### src/rtl/vram_responder.sv
// vram_responder: serves video word-pair fetches from byte-wide VRAM
// and arbitrates a req/ack CPU byte port onto it; video has priority.
module vram_responder #(
  parameter int ADDR_W = 19,
  parameter int RD_LAT = 1
) (
  input  logic              clk_sys,
  input  logic              reset_n,
  input  logic              vid_req,
  input  logic [ADDR_W-1:0] vram_addr1,
  input  logic [ADDR_W-1:0] vram_addr2,
  output logic [15:0]       vram_dout1,
  output logic [15:0]       vram_dout2,
  output logic              vid_done,
  output logic              vid_overrun,
  input  logic              cpu_req,
  input  logic              cpu_we,
  input  logic [ADDR_W-1:0] cpu_addr,
  input  logic [7:0]        cpu_din,
  output logic [7:0]        cpu_dout,
  output logic              cpu_ack,
  output logic [ADDR_W-1:0] mem_addr,
  output logic              mem_we,
  output logic [7:0]        mem_wdata,
  input  logic [7:0]        mem_rdata
);

  typedef enum logic [3:0] {
    IDLE, V0, V1, V2, V3, VW,
    C_ISS, C_WAIT, C_ACK
  } state_t;

  state_t state, state_nx;

  logic [ADDR_W-1:0] cap_a1, cap_a2;
  logic              vid_pend;

  logic [ADDR_W-1:0] addr_nx;
  logic              we_nx;
  logic [7:0]        wd_nx;

  logic [7:0] b0, b1, b2;

  logic       iss_v;
  logic [2:0] iss_k;
  logic       p1_v, p2_v, p1_rd, p2_rd;
  logic [2:0] p1_k, p2_k;
  logic       o_v, o_rd;
  logic [2:0] o_k;

  logic vbusy, vid_acc, vid_go, cpu_go;
  logic last_byte, cpu_fin;

  assign vbusy   = state inside {V0, V1, V2, V3, VW};
  assign vid_acc = vid_req & ~vid_pend & ~vbusy;
  assign vid_go  = vid_pend | vid_req;
  assign cpu_go  = cpu_req & ~cpu_ack;

  // Tag of the memory access presented this cycle (4 = CPU access)
  always_comb begin
    iss_v = 1'b1;
    iss_k = 3'd4;
    unique case (state)
      V0:      iss_k = 3'd0;
      V1:      iss_k = 3'd1;
      V2:      iss_k = 3'd2;
      V3:      iss_k = 3'd3;
      C_ISS:   iss_k = 3'd4;
      default: iss_v = 1'b0;
    endcase
  end

  assign o_v  = (RD_LAT == 2) ? p2_v  : p1_v;
  assign o_k  = (RD_LAT == 2) ? p2_k  : p1_k;
  assign o_rd = (RD_LAT == 2) ? p2_rd : p1_rd;

  assign last_byte = o_v & (o_k == 3'd3);
  assign cpu_fin   = o_v & (o_k == 3'd4);

  // Next state and next memory command; video beats CPU
  always_comb begin
    state_nx = state;
    addr_nx  = mem_addr;
    we_nx    = 1'b0;
    wd_nx    = mem_wdata;
    unique case (state)
      IDLE, C_ACK: begin
        if (vid_go) begin
          state_nx = V0;
          addr_nx  = vid_pend ? cap_a1 : vram_addr1;
        end else if (cpu_go) begin
          state_nx = C_ISS;
          addr_nx  = cpu_addr;
          we_nx    = cpu_we;
          wd_nx    = cpu_din;
        end else begin
          state_nx = IDLE;
        end
      end
      V0: begin
        state_nx = V1;
        addr_nx  = cap_a1 + 1'b1;
      end
      V1: begin
        state_nx = V2;
        addr_nx  = cap_a2;
      end
      V2: begin
        state_nx = V3;
        addr_nx  = cap_a2 + 1'b1;
      end
      V3:      state_nx = VW;
      VW:      if (last_byte) state_nx = IDLE;
      C_ISS:   state_nx = C_WAIT;
      C_WAIT:  if (cpu_fin) state_nx = C_ACK;
      default: state_nx = IDLE;
    endcase
  end

  // FSM state register
  always_ff @(posedge clk_sys or negedge reset_n) begin
    if (!reset_n) state <= IDLE;
    else          state <= state_nx;
  end

  // Registered memory command; write strobe lasts one cycle
  always_ff @(posedge clk_sys or negedge reset_n) begin
    if (!reset_n) begin
      mem_addr  <= '0;
      mem_we    <= 1'b0;
      mem_wdata <= 8'h00;
    end else begin
      mem_addr  <= addr_nx;
      mem_we    <= we_nx;
      mem_wdata <= wd_nx;
    end
  end

  // Return-tag pipeline aligning read data with its access
  always_ff @(posedge clk_sys or negedge reset_n) begin
    if (!reset_n) begin
      p1_v  <= 1'b0;
      p1_k  <= 3'd0;
      p1_rd <= 1'b0;
      p2_v  <= 1'b0;
      p2_k  <= 3'd0;
      p2_rd <= 1'b0;
    end else begin
      p1_v  <= iss_v;
      p1_k  <= iss_k;
      p1_rd <= (state == C_ISS) & ~mem_we;
      p2_v  <= p1_v;
      p2_k  <= p1_k;
      p2_rd <= p1_rd;
    end
  end

  // Video request capture, byte assembly and atomic result update
  always_ff @(posedge clk_sys or negedge reset_n) begin
    if (!reset_n) begin
      cap_a1      <= '0;
      cap_a2      <= '0;
      vid_pend    <= 1'b0;
      vid_overrun <= 1'b0;
      vid_done    <= 1'b0;
      b0          <= 8'h00;
      b1          <= 8'h00;
      b2          <= 8'h00;
      vram_dout1  <= 16'h0000;
      vram_dout2  <= 16'h0000;
    end else begin
      vid_done <= 1'b0;
      if (vid_acc) begin
        cap_a1   <= vram_addr1;
        cap_a2   <= vram_addr2;
        vid_pend <= 1'b1;
      end else if (vid_req) begin
        vid_overrun <= 1'b1;
      end
      if (o_v) begin
        unique case (1'b1)
          o_k == 3'd0: b0 <= mem_rdata;
          o_k == 3'd1: b1 <= mem_rdata;
          o_k == 3'd2: b2 <= mem_rdata;
          o_k == 3'd3: begin
            vram_dout1 <= {b1, b0};
            vram_dout2 <= {mem_rdata, b2};
            vid_done   <= 1'b1;
            vid_pend   <= 1'b0;
          end
          default: ;
        endcase
      end
    end
  end

  // CPU completion, read data and 4-phase ack
  always_ff @(posedge clk_sys or negedge reset_n) begin
    if (!reset_n) begin
      cpu_dout <= 8'h00;
      cpu_ack  <= 1'b0;
    end else if (cpu_fin) begin
      if (o_rd)    cpu_dout <= mem_rdata;
      if (cpu_req) cpu_ack  <= 1'b1;
    end else if (cpu_ack && !cpu_req) begin
      cpu_ack <= 1'b0;
    end
  end

endmodule

### config.mk
export PLATFORM = sky130hd
export DESIGN_NAME = vram_responder
export DESIGN_NICKNAME = d
export VERILOG_FILES = /design/src/rtl/vram_responder.sv
export SDC_FILE = /design/constraint.sdc
export NUM_CORES = 1
export LEC_CHECK = 0
export CAP_MARGIN = 20
export CORE_UTILIZATION = 32
export CTS_CLUSTER_DIAMETER = 30
export CTS_CLUSTER_SIZE = 28
export DETAILED_ROUTE_END_ITERATION = 10
export PLACE_DENSITY = 0.55
export SETUP_SLACK_MARGIN = 0.05
export SLEW_MARGIN = 25
export SYNTH_ARGS = -nofsm -noshare
export SYNTH_HDL_FRONTEND = slang
export SYNTH_SLANG_ARGS = --single-unit
export TNS_END_PERCENT = 1
### constraint.sdc
create_clock -name clk_sys -period 5.9 [get_ports clk_sys]
set_input_delay 1.18 -clock clk_sys [delete_from_list [all_inputs] [get_ports clk_sys]]
set_output_delay 1.18 -clock clk_sys [all_outputs]
set_load 0.01 [all_outputs]
## Word level (Yosys, flattened, before mapping)

Cells that the tools add are included.

- Output and inout port bits: 71
- Logic and storage cells: 91
- Register bits: 143

- Add/subtract/negate cells: 2
- Equality and inequality tests: 16
- Bitwise operators: 13
- Mux-type cells: 22
- Reduce and logical (&&, ||, !) cells: 19

Operators with widths:

| cell | number |
|---|---|
| $pmux 19 s4 | 1 |
| $mux 19 | 3 |
| $add 19x1->19 const B | 2 |
| $pmux 4 s8 | 1 |
| $reduce_and 2->1 | 9 |
| $eq 4x3->1 const B | 4 |
| $mux 1 | 12 |
| $pmux 3 s4 | 1 |
| $eq 4x2->1 const B | 2 |
| $mux 4 | 2 |
| $and 1x1->1 | 6 |
| $eq 3x2->1 const B | 2 |
| $mux 3 | 2 |
| $ne 2x2->1 const B | 3 |
| $not 1->1 | 6 |
| $reduce_bool 5->1 | 1 |
| $reduce_or 5->1 | 1 |
| $eq 4x1->1 const B | 1 |
| $eq 4x4->1 const B | 1 |
| $logic_not 4->1 | 1 |
| $reduce_bool 4->1 | 1 |
| $eq 3x1->1 const B | 1 |
| $eq 3x3->1 const B | 1 |
| $logic_not 3->1 | 1 |
| 7 further kinds | 7 |

## Longest topological paths before layout

Gate-level depths: netlist of run 1.

- Word-level depth: 7
- Gate-level depth with buffers: 13
- Gate-level depth less buffers: 9

## Least setup slack after synthesis of run 1

Ideal clock, no wire load.

- Path kind: register to register
- Start: register state[2]
- End: register mem_addr[14]
- Slack: 3.222 ns
- Period minus slack after synthesis: 2.678 ns
- Cell stages (with the launch flop): 14
- Arrival: 2.540 ns
- Buffers on the path: 4
- Path through: dfrtp_1 buf_4 nor4bb_4 buf_4 buf_6 nand2_1 nand2_1 ha_1 clkbuf_1 nand3_1 nor4_2 o221ai_2 xnor2_1 o22ai_1

- Word-level cells in the longest chain between the ends: 4
- Elaborated cells between the ends (all ways): 10

RTL lines:

| item | line | text |
|---|---|---|
| start: declaration | 33 | `state_t state, state_nx;` |
| start signal: assignment | 123 | `else state <= state_nx;` |
| $eq 4x4->1 or $logic_not 4->1 (tied branches) | 86 | `unique case (state)` |
| $reduce_or 2->1 | 86 |  |
| $ne 3x3->1 (no line) or $reduce_bool 4->1 (tied branches) | - |  |
| $reduce_and 2->1 (no line) | - |  |
| end signal: assignment | 133 | `mem_addr <= addr_nx;` |
| end: declaration | 22 | `output logic [ADDR_W-1:0] mem_addr,` |

Several ways; a longest one is shown, not always the timed one.
A chain may end at the register's enable or synchronous reset.

## Worst setup path after layout of run 1

- Start: input port vid_req
- End: register mem_addr[5]

- Word-level cells in the longest chain between the ends: 3
- Elaborated cells between the ends (all ways): 5

RTL lines:

| item | line | text |
|---|---|---|
| start: declaration | 9 | `input logic vid_req,` |
| $or 1x1->1 * | 56 | `assign vid_go = vid_pend \| vid_req;` |
| $mux 19 or $ne 3x3->1 (tied branches) | - |  |
| $pmux 19 s4 or $reduce_and 2->1 (tied branches) | - |  |

Mark *: on every way between the ends. The rest lies on a longest branch, timed or not.

==> out/metrics.cfg, run 1 <==
[clock_network]
cts_resized = 0
cts_buffers = 17
clkTransAtPathRegs_ns = 0.07
clk-insertion-delay-late_ns = 0.43
hold_buffers = 0
post_cts_buffers = 0
ctsLongestPathBuffers = 2
cts-root-buf = clkbuf_16
htreeDepth = 4
cts_sinks = 143
cts_tree = built

[synthesis]
ys_top_cells_by_area = dfrtp_1 (50%), mux2_2 (13%), nand2_1 (6.6%)
synth.avg_cell_area_um2 = 10.9
ys_ff_latch = 143
yosysSeqAreaShare_pct = 50.4
syn-num-nets = 729
synth_ff_type = dfrtp_1
yosys.area.top_type = dfrtp_1
async_flop_share_pct = 100
synth.top_cell.area_share_pct = 50.4
ys_types = 70
syn_area_mm2 = 0.00709
yosysWarnings = 0
synth_edf_count = 0
synthCells = 650

[finish]
nets = 863
synthToLayoutAreaGrowth_pct = 32.9
drive_gt1_share_pct = 18.9
layout_commonest_cell = clkdlybuf4s50_1
antenna_cells = 0
stdcell_area_mm2 = 0.00943
mostFrequentLayoutCells = clkdlybuf4s50_1 (147), dfrtp_1 (143), nand2_1 (124)

[routing]
drt-initial-drc-count = 365
ant_nets = 0
wl_per_cell_um = 17.7
drc = 0
totalWireLength_mm = 19.1
via_per_inst = 5.12
dr.pass1.iters = 5
num_vias = 5509

[global_route]
grt_use_total_pct = 17.4
overflow = 0
grt_pass1_wl_mm = 30.0
first_global_vias = 5372
grt_start_max_net_pins = 105
antenna_found_initial = 0

[pwr]
max-vdd-ir-drop_uv = 176
p_total_mw = 2.84
p_per_area_mw_per_mm2 = 302
power_switching_uw = 867
internal_power_mw = 1.98
power_frac_seq_pct = 44.3
swShare_pct = 30.5
p_comb_share_pct = 15.7
clkPwrFrac_pct = 40.0
p_leak_nw = 4.11

[worst_setup_path]
critPathBufInv = 2
slowest_delay_ns = 0.81
crit_slowest_cell = or2_1
worstPathArrival_ns = 3.86
critPathLaunchType = input port
critPathTopFamily = compound AO/OA/AOI/OAI gates
path_class = input port to register
crit_fanout = 23
crit_chain = clkdlybuf4s50_1 -> buf_4 -> o31a_1 -> or2_1 -> o221a_2 -> a31oi_1
worst_setup_path_end_kind = register
worstPathRequired_ns = 6.21

[die]
rows = 54
initial_core_util_pct = 32.6
core_mm2 = 0.0218
dieArea_mm2 = 0.0228
io_pins = 149
fp.dieW_um = 151
die_h_um = 151

[timing]
finClkSkew_ns = 0.0127
period_share_pct = 60.1
slew_headroom_pct = 33.1
tightest_slew_ns = 1.00
timing.final.ws_setup_ns = 2.35
period_needed_ns = 3.55
finalSetupViolCount = 0
clock.fmax_mhz = 282
finalSetupTns_ns = 0
finalHoldViolations = 0
slew_violations = 0
rsz0062_at_grt = no
fin_hold_ws_ns = 0.464

[job]
cap_violations = 0

[worst_hold_path]
hold_class = register to register

[placement]
routabilityCongestion = 0.808
pre_cts_ws_ns = 1.94
place_hpwl_mm = 13.3
placed_area_mm2 = 0.00880
placement.io_buffers = 148

[outcome]
status = complete, no violations

final cells by class:
cell class | instances | area (µm²)
Timing Repair Buffer | 156 | 1550
Inverter | 2 | 7.51
Sequential cell | 143 | 3580
Fill cell | 2087 | 12300
Clock buffer | 17 | 425
Clock inverter | 15 | 186
Multi-Input combinational cell | 464 | 3340
Tap cell | 280 | 350
metal layers:
metal / part of all wire (%) / routed length, µm / vias up / track usage [%]
met1: 46 / 8770 / 2689 / 23.6
met2: 47 / 8900 / 214 / 27.2
met5: 0 / 0 / - / 0
li1: - / - / 2572 / -
met3: 5.8 / 1100 / 34 / 4.16
met4: 1.8 / 339 / 0 / 5.20
tightest hold or removal path: cells and delay by family (launching register included):
kind | cells | cell delay [ns]
flops | 1 | 0.34
simple gates | 2 | 0.10
worst paths after layout:
kind / end / startpoint / depth (start not counted) / slack, ns
setup / recovery: mem_addr[5]$_DFFE_PN0P_ / vid_req / 6 / 2.35
hold / removal: vram_dout1[3]$_DFFE_PN0P_ / b0[3]$_DFFE_PN0P_ / 2 / 0.46
setup reg to reg: mem_addr[18]$_DFFE_PN0P_ / state[1]$_DFFE_PN0P_ / 9 / 2.49
hold reg to reg: vram_dout1[3]$_DFFE_PN0P_ / b0[3]$_DFFE_PN0P_ / 2 / 0.46
max in group asynchronous: mem_addr[15]$_DFFE_PN0P_ / reset_n / 2 / 4.01
min in group asynchronous: vram_dout2[11]$_DFFE_PN0P_ / reset_n / 1 / 0.85
metrics by stage:
step                util (%)  cells
CTS                     43.2   1077
global placement        40.4   1044
detailed placement      40.4   1045
floorplan                  -    650
global route            43.3   1077
finish                  43.3   1077
sequential cells by signal, indices dropped and copies added, names as in the netlist, 3 cells and up:
register / count
vram_dout2: 16
vram_dout1: 16
state: 4
b2: 8
b1: 8
cap_a1: 19
cpu_dout: 8
mem_addr: 19
cap_a2: 19
b0: 8
o_k: 3
mem_wdata: 8
cell families after synthesis:
family / synth area share (%)
AND/OR/NAND/NOR: 16.2
multiplexers: 19.5
buffers and inverters: 3.07
XOR/XNOR: 2.10
AO/OA/AOI/OAI: 8.40
adder cells (fa/ha/maj): 0.317
flip-flops: 50.4
power groups by stage:
stage	combinational (mW)	clock [mW]	sequential, mW
after floorplan	0.325	0	1.20
after global placement	0.442	0	1.27
after detailed placement	0.446	0	1.28
after CTS	0.449	1.16	1.26
after global routing	0.488	1.20	1.28
final	0.447	1.14	1.26
cell usage after synthesis, drive strengths merged (7+ instances only):
library cell  count
buf              25
dfrtp           143
mux2i            31
o21ai             9
o22ai            14
nand3            16
nor4              7
mux2             95
nor2             38
nor3              7
a21oi            38
nand2           125
xnor2            10
xor2              7
clkbuf           16
Power figures use the tool's default switching activity.
==> run 2: changes to the inputs <==
Settings changed: PLACE_DENSITY 0.55 to 0.57.
Clock period 5.9 ns to 2.9 ns, I/O delays scaled along.
==> run 2 against run 1 <==
Clock-buffer cell count is 1 higher. Setup slack lost 1.8 ns. Sequential share of layout area is 0.36 points lower. First-iteration DRC count is 3.6% higher. Sequential power is 100% higher. Clock skew fell by 0.0043 ns.
==> out/metrics.cfg, run 2 (synthesis results as in run 1) <==
[die]
core_mm2 = 0.0218  ; unchanged
initial_core_util_pct = 32.6  ; unchanged
rows = 54  ; unchanged
fp.dieW_um = 151  ; unchanged
io_pins = 149  ; unchanged
dieArea_mm2 = 0.0228  ; unchanged
die_h_um = 151  ; unchanged

[timing]
finalSetupViolCount = 0  ; unchanged
slew_headroom_pct = 51.7  ; +19 points
timing.final.ws_setup_ns = 0.506  ; -1.85 ns
period_share_pct = 82.5
clock.fmax_mhz = 418
period_needed_ns = 2.39
finClkSkew_ns = 0.00839  ; -0.00431 ns
finalSetupTns_ns = 0  ; unchanged
slew_violations = 0  ; unchanged
tightest_slew_ns = 0.724  ; -0.276 ns
finalHoldViolations = 0  ; unchanged
rsz0062_at_grt = no

[global_route]
overflow = 0  ; unchanged
antenna_found_initial = 0  ; unchanged
gr-usage-met1_pct = 24.5  ; +0.85 points
met3_usage_pct = 3.25  ; -0.90 points
first_global_vias = 5435  ; +1.2%
grt_start_max_net_pins = 53  ; -50%
grt_use_total_pct = 17.5  ; +0.14 points
grt_pass1_wl_mm = 30.4  ; +1.3%
grt.busiest_layer = met2
met2_usage_pct = 26.9  ; -0.34 points

[clock_network]
cts_buffers = 17  ; unchanged
htreeDepth = 4  ; unchanged
cts_sinks = 143  ; unchanged
clk-insertion-delay-late_ns = 0.43  ; about the same
post_cts_buffers = 0  ; unchanged
cts-root-buf = clkbuf_16
cts_tree = built
cts_resized = 0  ; unchanged
clkTransAtPathRegs_ns = 0.07  ; about the same
ctsLongestPathBuffers = 2  ; unchanged
hold_buffers = 0  ; unchanged

[worst_hold_path]
hold_class = input port to asynchronous set/reset pin

[finish]
mostFrequentLayoutCells = clkdlybuf4s50_1 (147), dfrtp_1 (143), nand2_1 (124)
layout_commonest_cell = clkdlybuf4s50_1
reg_top3 = cap_a1 (19), cap_a2 (19), mem_addr (19)
antenna_cells = 0  ; unchanged
stdcell_area_mm2 = 0.00952  ; +0.97%
drive_gt1_share_pct = 20.7  ; +1.7 points
layoutNonFillerInstCount = 1098  ; +1.9%
synthToLayoutAreaGrowth_pct = 34.2
n_fill_cell = 2139  ; +2.5%
post-route-util_pct = 43.8  ; +0.42 points
nets = 884  ; +2.4%

[routing]
wl_per_cell_um = 17.5  ; -1.3%
dr.pass1.iters = 4  ; -1
num_vias = 5523  ; +0.25%
drc = 0  ; unchanged
ant_nets = 0  ; unchanged
drt-initial-drc-count = 378  ; +3.6%
totalWireLength_mm = 19.2  ; +0.66%
via_per_inst = 5.03  ; -1.7%

[worst_setup_path]
worstPathArrival_ns = 2.68  ; -1.18 ns
crit_fanout = 7  ; -70%
path_class = register to register
crit_start = state[1]$_DFFE_PN0P_
rr_startpoint = state[1]$_DFFE_PN0P_
critPathLaunchType = register
worst_setup_path_end_kind = register
worstPathRequired_ns = 3.19  ; -3.02 ns

[pwr]
max-vdd-ir-drop_uv = 384  ; +120%
p_leak_nw = 4.17  ; +1.6%
p_per_area_mw_per_mm2 = 585  ; +94%
power_switching_mw = 1.72  ; +99%
p_comb_share_pct = 16.9  ; +1.2 points
clkPwrFrac_pct = 37.4  ; -2.6 points
internal_power_mw = 3.85  ; +95%
swShare_pct = 30.9  ; +0.41 points
power_frac_seq_pct = 45.7  ; +1.4 points

[placement]
placement.io_buffers = 148  ; unchanged
dp.cells = 1066  ; +2.0%
placed_area_mm2 = 0.00896  ; +1.9%
pre_cts_ws_ns = 0.478  ; -1.46 ns
place_hpwl_mm = 13.5  ; +1.2%
routabilityCongestion = 0.849  ; +5.1%

[job]
cap_violations = 0  ; unchanged

[outcome]
status = complete, no violations

==> run 2: critical path, cell delays in order, from the launching register on <==
cell	delay, ns
dfrtp_1	0.46
nor4bb_4	0.37
nand2_1	0.08
nand2_1	0.07
ha_1	0.22
nand3_1	0.14
nor4_2	0.46
o221ai_2	0.19
xnor2_1	0.16
o22ai_1	0.10
==> run 2: power by group through the flow <==
| stage | logic (mW) | registers (mW) | clock network (mW) |
|---|---|---|---|
| 6_report | 0.940 | 2.55 | 2.08 |
| 5_1_grt | 1.03 | 2.59 | 2.21 |
| 4_1_cts | 0.943 | 2.54 | 2.14 |
| 3_5_place_dp | 0.936 | 2.58 | 0 |
| 3_3_place_gp | 0.925 | 2.58 | 0 |
| 2_1_floorplan | 0.662 | 2.44 | 0 |
==> run 2: worst paths after layout <==
check                                                   to  slack [ns]  depth (start not counted)
worst max-delay path              mem_addr[14]$_DFFE_PN0P_        0.51                          9
worst min-delay path            vram_dout2[10]$_DFFE_PN0P_        0.09                          1
worst max register to register    mem_addr[14]$_DFFE_PN0P_        0.51                          9
worst min register to register   vram_dout1[5]$_DFFE_PN0P_        0.46                          2
max in group asynchronous                b0[6]$_DFFE_PN0P_        2.14                          2
min in group clk_sys             vram_dout1[5]$_DFFE_PN0P_        0.46                          2
==> run 2: stage by stage <==
step	hold slack, ns	power [mW]
finish	0.0929	5.57
floorplan	0.284	3.10
CTS	0.108	5.62
global route	0.128	5.84
detailed placement	0.449	3.51
global placement	0.442	3.50
==> run 2: layer usage <==
layer,wire [µm],vias up
li1,-,2613
met1,9110,2710
met2,8870,177
met3,940,23
met4,312,0
met5,0,-
==> run 2: final cells by class <==
class	instances	area (µm²)	area share, %
clock buffer	18	429	4.51
clock inverter	14	126	1.33
inverter	2	7.51	0.0789
multi-input combinational	464	3300	34.7
sequential	143	3580	37.6
tap	280	350	3.68
timing repair buffer	177	1730	18.1
==> run 3: changes to the inputs <==
Clock period 2.9 ns to 2 ns, I/O delays scaled along.
==> run 3 against run 2 <==
The flow now finishes with violations (setup timing). Setup slack got worse by 0.56 ns. Critical path depth rose by 2. Wire length grew 4.1%. Cell area is 6.0% higher. Utilization rose by 2.6 points. Sequential cell count unchanged. Critical endpoint is now mem_addr[2]$_DFFE_PN0P_. Largest power group unchanged. Highest routed layer unchanged.
==> out/metrics.cfg, run 3 (synthesis results as in run 1) <==
[outcome]
status = complete, but fails checks
failed_checks = setup timing

[clock_network]
clk-insertion-delay-late_ns = 0.43  ; about the same
cts_buffers = 17  ; unchanged
clkTransAtPathRegs_ns = 0.07  ; about the same
htreeDepth = 4  ; unchanged
cts_tree = built
cts-root-buf = clkbuf_16
ctsLongestPathBuffers = 2  ; unchanged
cts_sinks = 143  ; unchanged

[finish]
mostFrequentLayoutCells = clkdlybuf4s50_1 (147), dfrtp_1 (142), nand2_1 (120)
layout_commonest_cell = clkdlybuf4s50_1
synthToLayoutAreaGrowth_pct = 42.3
n_fill_cell = 2059  ; -3.7%
antenna_cells = 0  ; unchanged
nets = 921  ; +4.2%
drive_gt1_share_pct = 26.1  ; +5.5 points
reg_top3 = cap_a1 (19), cap_a2 (19), mem_addr (19)
stdcell_area_mm2 = 0.0101  ; +6.0%

[timing]
finalSetupViolCount = 9  ; +9
finalHoldViolations = 0  ; unchanged
rsz0062_at_grt = yes
fin_hold_ws_ns = 0.436  ; +0.343 ns
period_needed_ns = 2.05  ; -0.344 ns
tightest_slew_ns = 0.488  ; -0.236 ns
slew_violations = 0  ; unchanged
finClkSkew_ns = 0.0136  ; +0.00517 ns
clock.fmax_mhz = 488  ; +17%
timing.final.ws_setup_ns = -0.0495  ; -0.556 ns
period_share_pct = 102  ; +20 points
slew_headroom_pct = 67.0  ; +15 points

[die]
fp.dieW_um = 151  ; unchanged
die_h_um = 151  ; unchanged
core_mm2 = 0.0218  ; unchanged
io_pins = 149  ; unchanged
dieArea_mm2 = 0.0228  ; unchanged
rows = 54  ; unchanged
initial_core_util_pct = 32.6  ; unchanged

[worst_setup_path]
rr_startpoint = state[3]$_DFFE_PN0P_
r2r_end = mem_addr[2]$_DFFE_PN0P_
worst_setup_path_end_kind = register
worstPathArrival_ns = 2.37  ; -0.31 ns
rrSetupSlack_ns = -0.05  ; -0.56 ns
critPathLaunchType = register
worstPathRequired_ns = 2.32  ; -0.87 ns
crit_fanout = 9  ; +2
r2r_cells = 11  ; +2
path_class = register to register

[global_route]
grt_start_max_net_pins = 41  ; -23%
grt_use_total_pct = 18.3  ; +0.80 points
overflow = 0  ; unchanged
antenna_found_initial = 0  ; unchanged
first_global_vias = 5634  ; +3.7%
grt_pass1_wl_mm = 31.8  ; +4.4%

[routing]
ant_nets = 0  ; unchanged
totalWireLength_mm = 20.0  ; +4.1%
drc = 0  ; unchanged
num_vias = 5723  ; +3.6%
drt-initial-drc-count = 375  ; -0.79%
dr.pass1.iters = 5  ; +1
via_per_inst = 5.05  ; +0.33%
wl_per_cell_um = 17.7  ; +0.83%

[pwr]
p_per_area_mw_per_mm2 = 842  ; +44%
max-vdd-ir-drop_uv = 582  ; +52%
p_leak_nw = 4.47  ; +7.2%

[job]
cap_violations = 0  ; unchanged

[placement]
placed_area_mm2 = 0.00927  ; +3.4%
place_hpwl_mm = 13.9  ; +3.3%
routabilityCongestion = 0.840  ; -1.1%
placement.io_buffers = 148  ; unchanged

[worst_hold_path]
hold_class = input port to asynchronous set/reset pin

[run 3: how the worst max path moves through the flow]
stage | slack (ns) | endpoint | start
after floorplan | -0.44 | mem_addr[14]$_DFFE_PN0P_ | state[2]$_DFFE_PN0P_
after global placement | -0.15 | mem_addr[18]$_DFFE_PN0P_ | state[3]$_DFFE_PN0P_
after detailed placement | -0.18 | mem_addr[14]$_DFFE_PN0P_ | state[3]$_DFFE_PN0P_
after CTS | -0.02 | mem_addr[18]$_DFFE_PN0P_ | state[2]$_DFFE_PN0P_
after global routing | -0.18 | mem_addr[18]$_DFFE_PN0P_ | state[2]$_DFFE_PN0P_
final | -0.05 | mem_addr[2]$_DFFE_PN0P_ | state[3]$_DFFE_PN0P_
[run 3: area by class of cell]
type                       count  area, µm²  share of cell area (%)
clock buffer                  18        439                    4.35
clock inverter                13        144                    1.43
inverter                       2       7.51                  0.0744
multi-input combinational    464       3430                    33.9
sequential                   143       3580                    35.5
tap                          280        350                    3.47
timing repair buffer         214       2150                    21.3
[run 3: report_power, final]
group          total, mW  switching (mW)  internal [mW]
clock               3.18            1.39           1.79
combinational       1.70           0.778          0.926
sequential          3.62           0.415           3.20
[run 3: repair_timing]
action                                  in CTS  in global routing
pin swaps                                   12                  7
gates cloned                                 2                  0
setup buffers                                4                  2
endpoints found under the setup margin      52                 65
hold buffers                                 1                  0
hold endpoints to repair                    27                  0
gates resized for setup                     19                 11
[run 3: metrics by stage]
step | TNS, ns | instances | utilization (%) | worst slack (ns) | total power [mW]
5_1_grt | -5.61 | 1134 | 46.4 | -0.177 | 8.90
6_report | -0.194 | 1134 | 46.4 | -0.0495 | 8.50
2_1_floorplan | -2.99 | 650 | - | -0.444 | 4.52
4_1_cts | -0.0681 | 1132 | 46.1 | -0.0196 | 8.54
3_5_place_dp | -5.40 | 1094 | 42.6 | -0.185 | 5.26
3_3_place_gp | -4.13 | 1094 | 42.6 | -0.155 | 5.24
[run 3: critical path: stages (launching register included)]
cell and delay, ns:
dfrtp_1 0.42, buf_4 0.16, nand4bb_4 0.25, nand2_2 0.09
nand2_2 0.07, ha_4 0.18, buf_4 0.17, xnor2_2 0.13
o21ai_1 0.08, a32o_1 0.20, a21oi_1 0.15, nor2_1 0.05
[run 3: metal layers]
layer / GRT usage [%] / vias to the layer above / part of all wire (%)
met5: 0 / - / 0
met4: 5.60 / 0 / 1.7
met3: 3.19 / 30 / 5.7
met2: 28.9 / 230 / 46
met1: 25.5 / 2779 / 46
li1: - / 2684 / -
